==> src/rtl/spic_pkg.sv <==
// Shared types and constants for the spic SPI responder.
// Frame layout, slave FSM states and MISO status bit positions.
package spic_pkg;

    localparam int S_TTYPE_W  = 1;
    localparam int S_SIZE_W   = 3;
    localparam int S_ADDR_W   = 32;
    localparam int S_DATA_W   = 32;
    localparam int S_STATUS_W = 4;

    localparam int ST_RD_DONE = 3;
    localparam int ST_OVERRUN = 2;
    localparam int ST_WR_ACK  = 1;
    localparam int ST_BUSY    = 0;

    typedef struct packed {
        logic [S_TTYPE_W-1:0] t_type;
        logic [S_SIZE_W-1:0]  size;
        logic [S_ADDR_W-1:0]  addr;
        logic [S_DATA_W-1:0]  data;
    } spic_frame_t;

    typedef enum logic [1:0] {
        IDLE,
        SHIFT,
        DISPATCH,
        WAIT_RSP
    } spic_slv_state_e;

endpackage

==> src/rtl/spic_sync_edge.sv <==
// Multi-flop synchronizer with single-cycle rise/fall pulses on the synchronized level.
// STAGES must be at least 2.
module spic_sync_edge #(
    parameter int   STAGES  = 2,
    parameter logic RST_VAL = 1'b0
) (
    input  logic clk_i,
    input  logic rst_n_i,
    input  logic d_i,
    output logic rise_o,
    output logic fall_o
);

    logic [STAGES-1:0] sync_q;
    logic              prev_q;

    always_ff @(posedge clk_i or negedge rst_n_i) begin
        if (!rst_n_i) begin
            sync_q <= {STAGES{RST_VAL}};
            prev_q <= RST_VAL;
        end else begin
            sync_q <= {sync_q[STAGES-2:0], d_i};
            prev_q <= sync_q[STAGES-1];
        end
    end

    assign rise_o =  sync_q[STAGES-1] & ~prev_q;
    assign fall_o = ~sync_q[STAGES-1] &  prev_q;

endmodule

==> src/rtl/spic_spi_slave.sv <==
// Oversampled SPI mode-0 responder: one frame in becomes one bus request out;
// the previous transaction's status and read data shift back on MISO.
module spic_spi_slave
    import spic_pkg::*;
#(
    parameter int AWIDTH      = 32,
    parameter int DWIDTH      = 32,
    parameter int FRAME_W     = AWIDTH + DWIDTH + S_TTYPE_W + S_SIZE_W,
    parameter int SYNC_STAGES = 2
) (
    input  logic                clk,
    input  logic                rst_n,
    input  logic                sclk,
    input  logic                cs_n,
    input  logic                mosi,
    output logic                miso,
    output logic                req_valid,
    input  logic                req_ready,
    output logic                req_write,
    output logic [S_SIZE_W-1:0] req_size,
    output logic [AWIDTH-1:0]   req_addr,
    output logic [DWIDTH-1:0]   req_wdata,
    input  logic                rsp_valid,
    input  logic [DWIDTH-1:0]   rsp_rdata,
    output logic                err_overrun,
    output logic                err_short
);

    localparam int               CNT_W    = $clog2(FRAME_W + 1);
    localparam logic [CNT_W-1:0] CNT_FULL = CNT_W'(FRAME_W);

    logic sclk_rise, sclk_fall, cs_rise, cs_fall;
    logic [SYNC_STAGES-1:0] mosi_sync_q;
    logic                   mosi_s;

    spic_sync_edge #(.STAGES(SYNC_STAGES), .RST_VAL(1'b0)) u_sclk_sync (
        .clk_i(clk), .rst_n_i(rst_n), .d_i(sclk), .rise_o(sclk_rise), .fall_o(sclk_fall)
    );

    spic_sync_edge #(.STAGES(SYNC_STAGES), .RST_VAL(1'b1)) u_cs_sync (
        .clk_i(clk), .rst_n_i(rst_n), .d_i(cs_n), .rise_o(cs_rise), .fall_o(cs_fall)
    );

    always_ff @(posedge clk or negedge rst_n) begin
        if (!rst_n) mosi_sync_q <= '0;
        else        mosi_sync_q <= {mosi_sync_q[SYNC_STAGES-2:0], mosi};
    end
    assign mosi_s = mosi_sync_q[SYNC_STAGES-1];

    spic_slv_state_e        state_q, state_d;
    logic [CNT_W-1:0]       bit_cnt_q;
    logic [FRAME_W-1:0]     frame_q, miso_sr_q, miso_load;
    logic                   miso_q, cs_active_q;
    logic                   req_write_q;
    logic [S_SIZE_W-1:0]    req_size_q;
    logic [AWIDTH-1:0]      req_addr_q, last_addr_q;
    logic [DWIDTH-1:0]      req_wdata_q, last_rdata_q;
    logic                   rd_done_q, wr_ack_q, overrun_q, short_q;
    logic [S_STATUS_W-1:0]  status_snap;
    logic                   frame_full, pending;

    assign frame_full = (bit_cnt_q == CNT_FULL);
    assign pending    = (state_q == DISPATCH) || (state_q == WAIT_RSP);

    always_ff @(posedge clk or negedge rst_n) begin
        if (!rst_n) state_q <= IDLE;
        else        state_q <= state_d;
    end

    always_comb begin
        state_d = state_q;
        unique case (state_q)
            IDLE:     if (cs_fall) state_d = SHIFT;
            SHIFT:    if (frame_full) state_d = DISPATCH;
                      else if (cs_rise) state_d = IDLE;
            DISPATCH: if (req_ready) state_d = req_write_q ? IDLE : WAIT_RSP;
            WAIT_RSP: if (rsp_valid) state_d = IDLE;
            default:  state_d = IDLE;
        endcase
    end

    always_comb begin
        req_valid = (state_q == DISPATCH);
    end

    always_comb begin
        status_snap             = '0;
        status_snap[ST_RD_DONE] = rd_done_q;
        status_snap[ST_OVERRUN] = overrun_q;
        status_snap[ST_WR_ACK]  = wr_ack_q;
        status_snap[ST_BUSY]    = pending;
    end
    assign miso_load = {status_snap, last_addr_q, last_rdata_q};

    // MISO runs on every selected frame, including overrun frames the FSM ignores.
    always_ff @(posedge clk or negedge rst_n) begin
        if (!rst_n) begin
            cs_active_q <= 1'b0;
            miso_q      <= 1'b0;
            miso_sr_q   <= '0;
        end else begin
            if (cs_fall)      cs_active_q <= 1'b1;
            else if (cs_rise) cs_active_q <= 1'b0;
            if (cs_fall) begin
                miso_q    <= miso_load[FRAME_W-1];
                miso_sr_q <= {miso_load[FRAME_W-2:0], 1'b0};
            end else if (sclk_fall && cs_active_q) begin
                miso_q    <= miso_sr_q[FRAME_W-1];
                miso_sr_q <= {miso_sr_q[FRAME_W-2:0], 1'b0};
            end
        end
    end

    always_ff @(posedge clk or negedge rst_n) begin
        if (!rst_n) begin
            bit_cnt_q   <= '0;
            frame_q     <= '0;
            req_write_q <= 1'b0;
            req_size_q  <= '0;
            req_addr_q  <= '0;
            req_wdata_q <= '0;
            last_addr_q <= '0;
        end else begin
            if (state_q == IDLE && cs_fall) begin
                bit_cnt_q <= '0;
            end else if (state_q == SHIFT && sclk_rise && !frame_full) begin
                frame_q   <= {frame_q[FRAME_W-2:0], mosi_s};
                bit_cnt_q <= bit_cnt_q + CNT_W'(1);
            end
            if (state_q == SHIFT && frame_full) begin
                req_write_q <= frame_q[FRAME_W-1];
                req_size_q  <= frame_q[FRAME_W-2 -: S_SIZE_W];
                req_addr_q  <= frame_q[DWIDTH +: AWIDTH];
                req_wdata_q <= frame_q[DWIDTH-1:0];
                last_addr_q <= frame_q[DWIDTH +: AWIDTH];
            end
        end
    end

    // Flags are read-to-clear on cs_fall; a set in the same cycle wins.
    always_ff @(posedge clk or negedge rst_n) begin
        if (!rst_n) begin
            wr_ack_q     <= 1'b0;
            rd_done_q    <= 1'b0;
            overrun_q    <= 1'b0;
            short_q      <= 1'b0;
            last_rdata_q <= '0;
        end else begin
            if (state_q == DISPATCH && req_ready && req_write_q) wr_ack_q <= 1'b1;
            else if (cs_fall)                                   wr_ack_q <= 1'b0;
            if (state_q == WAIT_RSP && rsp_valid) begin
                rd_done_q    <= 1'b1;
                last_rdata_q <= rsp_rdata;
            end else if (cs_fall) begin
                rd_done_q <= 1'b0;
            end
            if (cs_fall) overrun_q <= pending;
            if (state_q == SHIFT && cs_rise && !frame_full) short_q <= 1'b1;
            else if (cs_fall)                                short_q <= 1'b0;
        end
    end

    assign miso        = miso_q;
    assign req_write   = req_write_q;
    assign req_size    = req_size_q;
    assign req_addr    = req_addr_q;
    assign req_wdata   = req_wdata_q;
    assign err_overrun = overrun_q;
    assign err_short   = short_q;

endmodule

==> config.mk <==
export PLATFORM = sky130hd
export DESIGN_NAME = spic_spi_slave
export DESIGN_NICKNAME = d
export VERILOG_FILES = /design/src/rtl/spic_pkg.sv /design/src/rtl/spic_sync_edge.sv /design/src/rtl/spic_spi_slave.sv
export SDC_FILE = /design/constraint.sdc
export NUM_CORES = 1
export LEC_CHECK = 0
export CAP_MARGIN = 20
export CORE_UTILIZATION = 40
export CTS_CLUSTER_DIAMETER = 100
export DETAILED_ROUTE_END_ITERATION = 10
export PLACE_DENSITY = 0.61
export RECOVER_POWER = 100
export SLEW_MARGIN = 20
export SYNTH_ARGS = -nofsm -noshare
export SYNTH_HDL_FRONTEND = slang
export SYNTH_SLANG_ARGS = --single-unit
==> constraint.sdc <==
create_clock -name clk -period 2.2 [get_ports clk]
set_input_delay 0.44 -clock clk [delete_from_list [all_inputs] [get_ports clk]]
set_output_delay 0.44 -clock clk [all_outputs]
set_load 0.02 [all_outputs]
# Word-level counts from Yosys, hierarchy flattened
# Cells that the tools add are included.
# word_totals
register_bits,259
latchBits,0
ram_bits,0
romBits,0
inputBits,39
out_inout_bits,72
word_cells,78
n_memories,0
# classes
add_sub_neg,1
n_mul,0
div_mod_pow,0
magnitude_cmp,0
n_eq_ne,8
shift,0
n_mux,19
bitwise_logic,9
n_reduce_logical,21
# op_table
cell,count
$mux 68,2
$mux 7,2
$mux 2,6
$reduce_bool 2->1,6
$logic_and 1x1->1,10
$mux 1,8
$pmux 2 s4,1
$add 7x1->7 const B,1
$eq 7x7->1 const B,1
$not 1->1,5
$and 1x1->1,4
$eq 2x2->1 const B,2
$ne 2x2->1 const B,2
$reduce_and 4->1,1
$ne 3x3->1 const B,1
$eq 2x1->1 const B,1
$logic_not 2->1,1
$ne 2x1->1 const B,1
$reduce_and 2->1,1
$logic_not 1->1,1
$logic_or 1x1->1,1

# Depth between registers and ports, before layout
# Gate-level depths: netlist of the first run.
# depth
ltp_word,6
ltp_mapped,8
depth_no_buf,6

# Cells and area by module
# A second synthesis of the first run with hierarchy kept.
# hier_totals
cells_unflattened,734
hier_area_um2,10238.6
# modules_own_cells
module,instances,cells_per_inst,area_each_um2,seq_area_each_um2
spic_spi_slave,1,724,10054.6,6306.0
spic_sync_edge (u_cs_sync),1,5,93.8,78.8
spic_sync_edge (u_sclk_sync),1,5,90.1,75.1

# Worst setup path after synthesis of the first run
# No wires, ideal clock.
# synth_path
path_kind,reg2reg
start,reg bit_cnt_q[0]
end,reg last_addr_q[24]
setup_ns,0.125
arrival_time_ns,1.909
t_required_ns,2.075
setup_slack_ns,0.166
path_stages_with_launch,9
n_path_buf,2
synth_period_minus_slack_ns,2.034
cell_sequence,dfrtp_1 inv_1 ha_1 nand4b_1 or3_1 nor3_4 buf_6 buf_8 mux2_4
# synth_between
elab_chain_len,2
# synth_lines
item,line,source
start: declaration,spic_spi_slave.sv:51,logic [CNT_W-1:0] bit_cnt_q;
start signal: assignment,spic_spi_slave.sv:128,bit_cnt_q <= bit_cnt_q + CNT_W'(1);
$eq 7x7->1,spic_spi_slave.sv:62,assign frame_full = (bit_cnt_q == CNT_FULL);
$logic_and 1x1->1,spic_spi_slave.sv:130,if (state_q == SHIFT && frame_full) begin
end signal: assignment,spic_spi_slave.sv:135,last_addr_q <= frame_q[DWIDTH +: AWIDTH];
end: declaration,spic_spi_slave.sv:56,"logic [AWIDTH-1:0] req_addr_q, last_addr_q;"
# Every way passes these cells.
# A chain may end at the register's enable or synchronous reset.

# Final worst setup path of the first run
# layout_path
start,"reg req_write_q, in the netlist req_write"
end,out req_write
# layout_lines
item,line,source
start: declaration,spic_spi_slave.sv:54,logic req_write_q;
start signal: assignment,spic_spi_slave.sv:131,req_write_q <= frame_q[FRAME_W-1];
end: declaration,spic_spi_slave.sv:19,"output logic req_write,"
# No word-level cell between the ends.

==> results of run 1 <==
[sequential cells by signal, indices dropped and copies added (netlist names), 2 cells and up]
signal	cells
req_size	3
state_q	2
frame_q	68
mosi_sync_q	2
bit_cnt_q	7
last_addr_q	32
u_sclk_sync.sync_q	2
last_rdata_q	32
miso_sr_q	67
req_wdata	32
u_cs_sync.sync_q	2
[kinds of logic after synthesis]
kind of cell / after synthesis
simple gates: 95
mux: 237
xor+xnor: 1
fa+ha+maj: 4
flops: 258
compound gates: 87
buf+inv: 51
[power breakdown]
group          switching [mW]  leakage (nW)  internal, mW  total (mW)
Clock                    1.91         0.502          3.06        4.96
Combinational           0.271          2.44         0.229       0.500
Sequential             0.0844          3.56          4.86        4.95
Total                    2.26          6.50          8.15        10.4
[final timing paths]
check / endpoint / slack [ns] / cells after the start
min: u_sclk_sync.sync_q[1] / 0.34 / 0
min reg2reg: u_sclk_sync.sync_q[1] / 0.34 / 0
max in group asynchronous: frame_q[28] / 0.28 / 3
min in group asynchronous: last_rdata_q[5] / 0.82 / 2
max: req_write / 0.08 / 1
max reg2reg: req_wdata[21] / 0.11 / 8
[Yosys cell counts]
library cell	count	area (um2)
mux2_4	9	135.1
a31o_2	2	17.52
nand3_1	4	20.02
buf_2	15	75.07
o31ai_2	1	12.51
dfstp_2	3	78.83
buf_8	1	15.01
nand4b_1	1	8.760
nand2_1	73	274.0
buf_6	1	11.26
a21oi_1	7	35.03
clkbuf_1	19	71.32
nor3_4	1	16.27
inv_1	9	33.78
o211ai_1	1	7.510
nor2b_1	2	12.51
nand2b_1	3	18.77
buf_4	6	45.04
o31ai_1	1	7.510
a32o_1	2	20.02
nand4_1	1	6.260
and4bb_2	1	12.51
a221oi_1	1	8.760
nand3b_1	1	7.510
ha_1	4	50.05
and3_1	1	6.260
mux2i_1	68	680.7
or3_1	2	12.51
xor2_1	1	8.760
o21ai_0	72	360.4
nor2_1	4	15.01
dfrtp_1	255	6381
mux2_2	160	1802
or2_2	1	6.260
[routing by layer]
metal	vias up	global-route usage (%)
li1	2825	-
met1	2946	21.29
met2	117	22.67
met3	33	3.269
met4	0	3.902
met5	-	0
[cell type report]
type | instances | area (um2)
Clock inverter | 11 | 148.9
Timing Repair Buffer | 139 | 1423
Multi-Input combinational cell | 424 | 3576
Fill cell | 2182 | 12270
Clock buffer | 43 | 858.3
Inverter | 9 | 33.78
Tap cell | 330 | 412.9
Sequential cell | 258 | 6460
[through the flow]
stage / util [%] / power, mW / cell area, um2
after global routing: 51.28 / 10.82 / 12910
after detailed placement: 47.41 / 5.562 / 11940
final: 51.28 / 10.41 / 12910
after CTS: 51.45 / 10.58 / 12950
after floorplan: - / 5.278 / 10270
after global placement: 47.41 / 5.552 / 11940
[what timing repair did]
action / in CTS / in global routing
hold endpoints to repair: 50 / 0
buffers inserted: 0 / 4
hold buffers: 1 / 0
gates cloned: 0 / 0
pin swaps: 0 / 0
setup endpoints to repair: 1 / 56
resized for setup: 1 / 1
==> flow_metrics.env, run 1 <==
export IMPL_skew_ns=0.01048
export IMPL_insertion_delay_ns=0.55
export IMPL_wl_mm=18.98
export IMPL_critical_path_class="reg2out"
export IMPL_ios=111
export IMPL_r2r_start="bit_cnt_q[0]"
export IMPL_syn_area_per_cell_um2=14.02
export IMPL_cts_path_max_buffers=3
export IMPL_max_vdd_ir_drop_v=0.0005151
export IMPL_path_buf_inv=1
export IMPL_leakage_nw=6.505
export IMPL_violations="capacitance limit, slew limit"
export IMPL_synth_seq_cells=258
export IMPL_setup_worst_path_start="req_write"
export IMPL_synth_yosys_seq_area_share_pct=62.88
export IMPL_whs_ns=0.3415
export IMPL_status="finished with violations"
export IMPL_rsz0062_at_grt="true"
export IMPL_dp_hpwl_mm=11.93
export IMPL_power_density_nw_per_um2=806.1
export IMPL_hp_start="u_sclk_sync.sync_q[0]"
export IMPL_start_util_pct=40.80
export IMPL_globalplace_congestion=0.7313
export IMPL_worst_path_max_fanout=5
export IMPL_finalSetupViolCount=0
export IMPL_final_common_cell="dfrtp_1"
export IMPL_yosys_mux_area_fraction_pct=25.48
export IMPL_grt_overflow_total=0
export IMPL_grtUsageTotal_pct=14.83
export IMPL_synth_simple_area_share_pct=4.056
export IMPL_yosysWarnings=0
export IMPL_core_area_um2=25180
export IMPL_port_buffers=110
export IMPL_worst_slew_pin_slew_ns=1.544
export IMPL_path_delay_family="buffers and inverters"
export IMPL_rows=58
export IMPL_cts_tree="yes"
export IMPL_max_slew_margin_pct=-2.935
export IMPL_synth_top_family_by_area="multiplexers"
export IMPL_final_cells=1214
export IMPL_drtAntennaViolNets=0
export IMPL_grt_start_max_net_pins=89
export IMPL_grt_pass1_wl_mm=31.77
export IMPL_cap_viol_max_count=1
export IMPL_fin_nets=904
export IMPL_start_kind="flip-flop"
export IMPL_dieWidth_um=162.3
export IMPL_mostFrequentLayoutCells="dfrtp_1, mux2_2, clkdlybuf4s50_1, nand2_1, o21ai_0"
export IMPL_die_height_um=162.3
export IMPL_hold_violations=0
export IMPL_syn_nets=776
export IMPL_grt_pass1_vias=6060
export IMPL_remaining_drc_errors=0
export IMPL_placed_cells=1155
export IMPL_final_max_slew_viol_count=54
export IMPL_dr_wl_met3_um=986
export IMPL_wire_per_inst_um=15.64
export IMPL_syn2layout_area_growth_pct=25.69
export IMPL_finalSetupTns_ns=0
export IMPL_cts_max_level=1
export IMPL_fp_dieArea_um2=26330
export IMPL_end_kind="primary output"
export IMPL_syn_instance_count=733
export IMPL_synth_xor_area_share_pct=0.08525
export IMPL_m1WireLength_mm=8.994
export IMPL_synth_distinct_cells=34
export IMPL_vias=5921
export IMPL_wl_met2_mm=8.645
export IMPL_num_antenna_cells=0
export IMPL_highest_layer="met4"
export IMPL_drive_gt1_share_pct=28.62
export IMPL_antenna_found_initial=0
export IMPL_viasPerCell=4.877
export IMPL_crit_chain="clkdlybuf4s50_1"
export IMPL_fin_crit_sh_pct=96.59
export IMPL_max_stage_delay_ns=0.69
export IMPL_synth_compound_area_share_pct=4.567
export IMPL_drtIter0Drc=288
export IMPL_max_freq_mhz=470.6
export IMPL_timing_final_ws_setup_ns=0.07508
export IMPL_dr_pass1_iters=4
export IMPL_yosys_area_share_adder_pct=0.4872
export IMPL_cts_num_sinks=258
export IMPL_slowest_stage="clkdlybuf4s50_1"
export IMPL_clkSlewWorstSetupHoldPaths_ns=0.06
export IMPL_cts_buffers=29
export IMPL_worst_endpoint_required_ns=1.76
export IMPL_period_needed_ns=2.125
export IMPL_root_buffer="clkbuf_16"
export IMPL_dp_slack_ns=0.03006
export IMPL_synth_area_um2=10270
export IMPL_min_path_type="reg2reg"
export IMPL_worst_ep_arrival_time_ns=1.68
Note: power is estimated with default switching activity, not from simulation.
==> run 2: changes to the inputs <==
- HOLD_SLACK_MARGIN: unset -> 0.12
==> results of run 2 <==
Final layout, timing and power as in run 1 (identical DEF).
==> run 3: changes to the inputs <==
- SKIP_LAST_GASP: unset -> 1
==> results of run 3 <==
Final layout, timing and power as in run 1 (identical DEF).
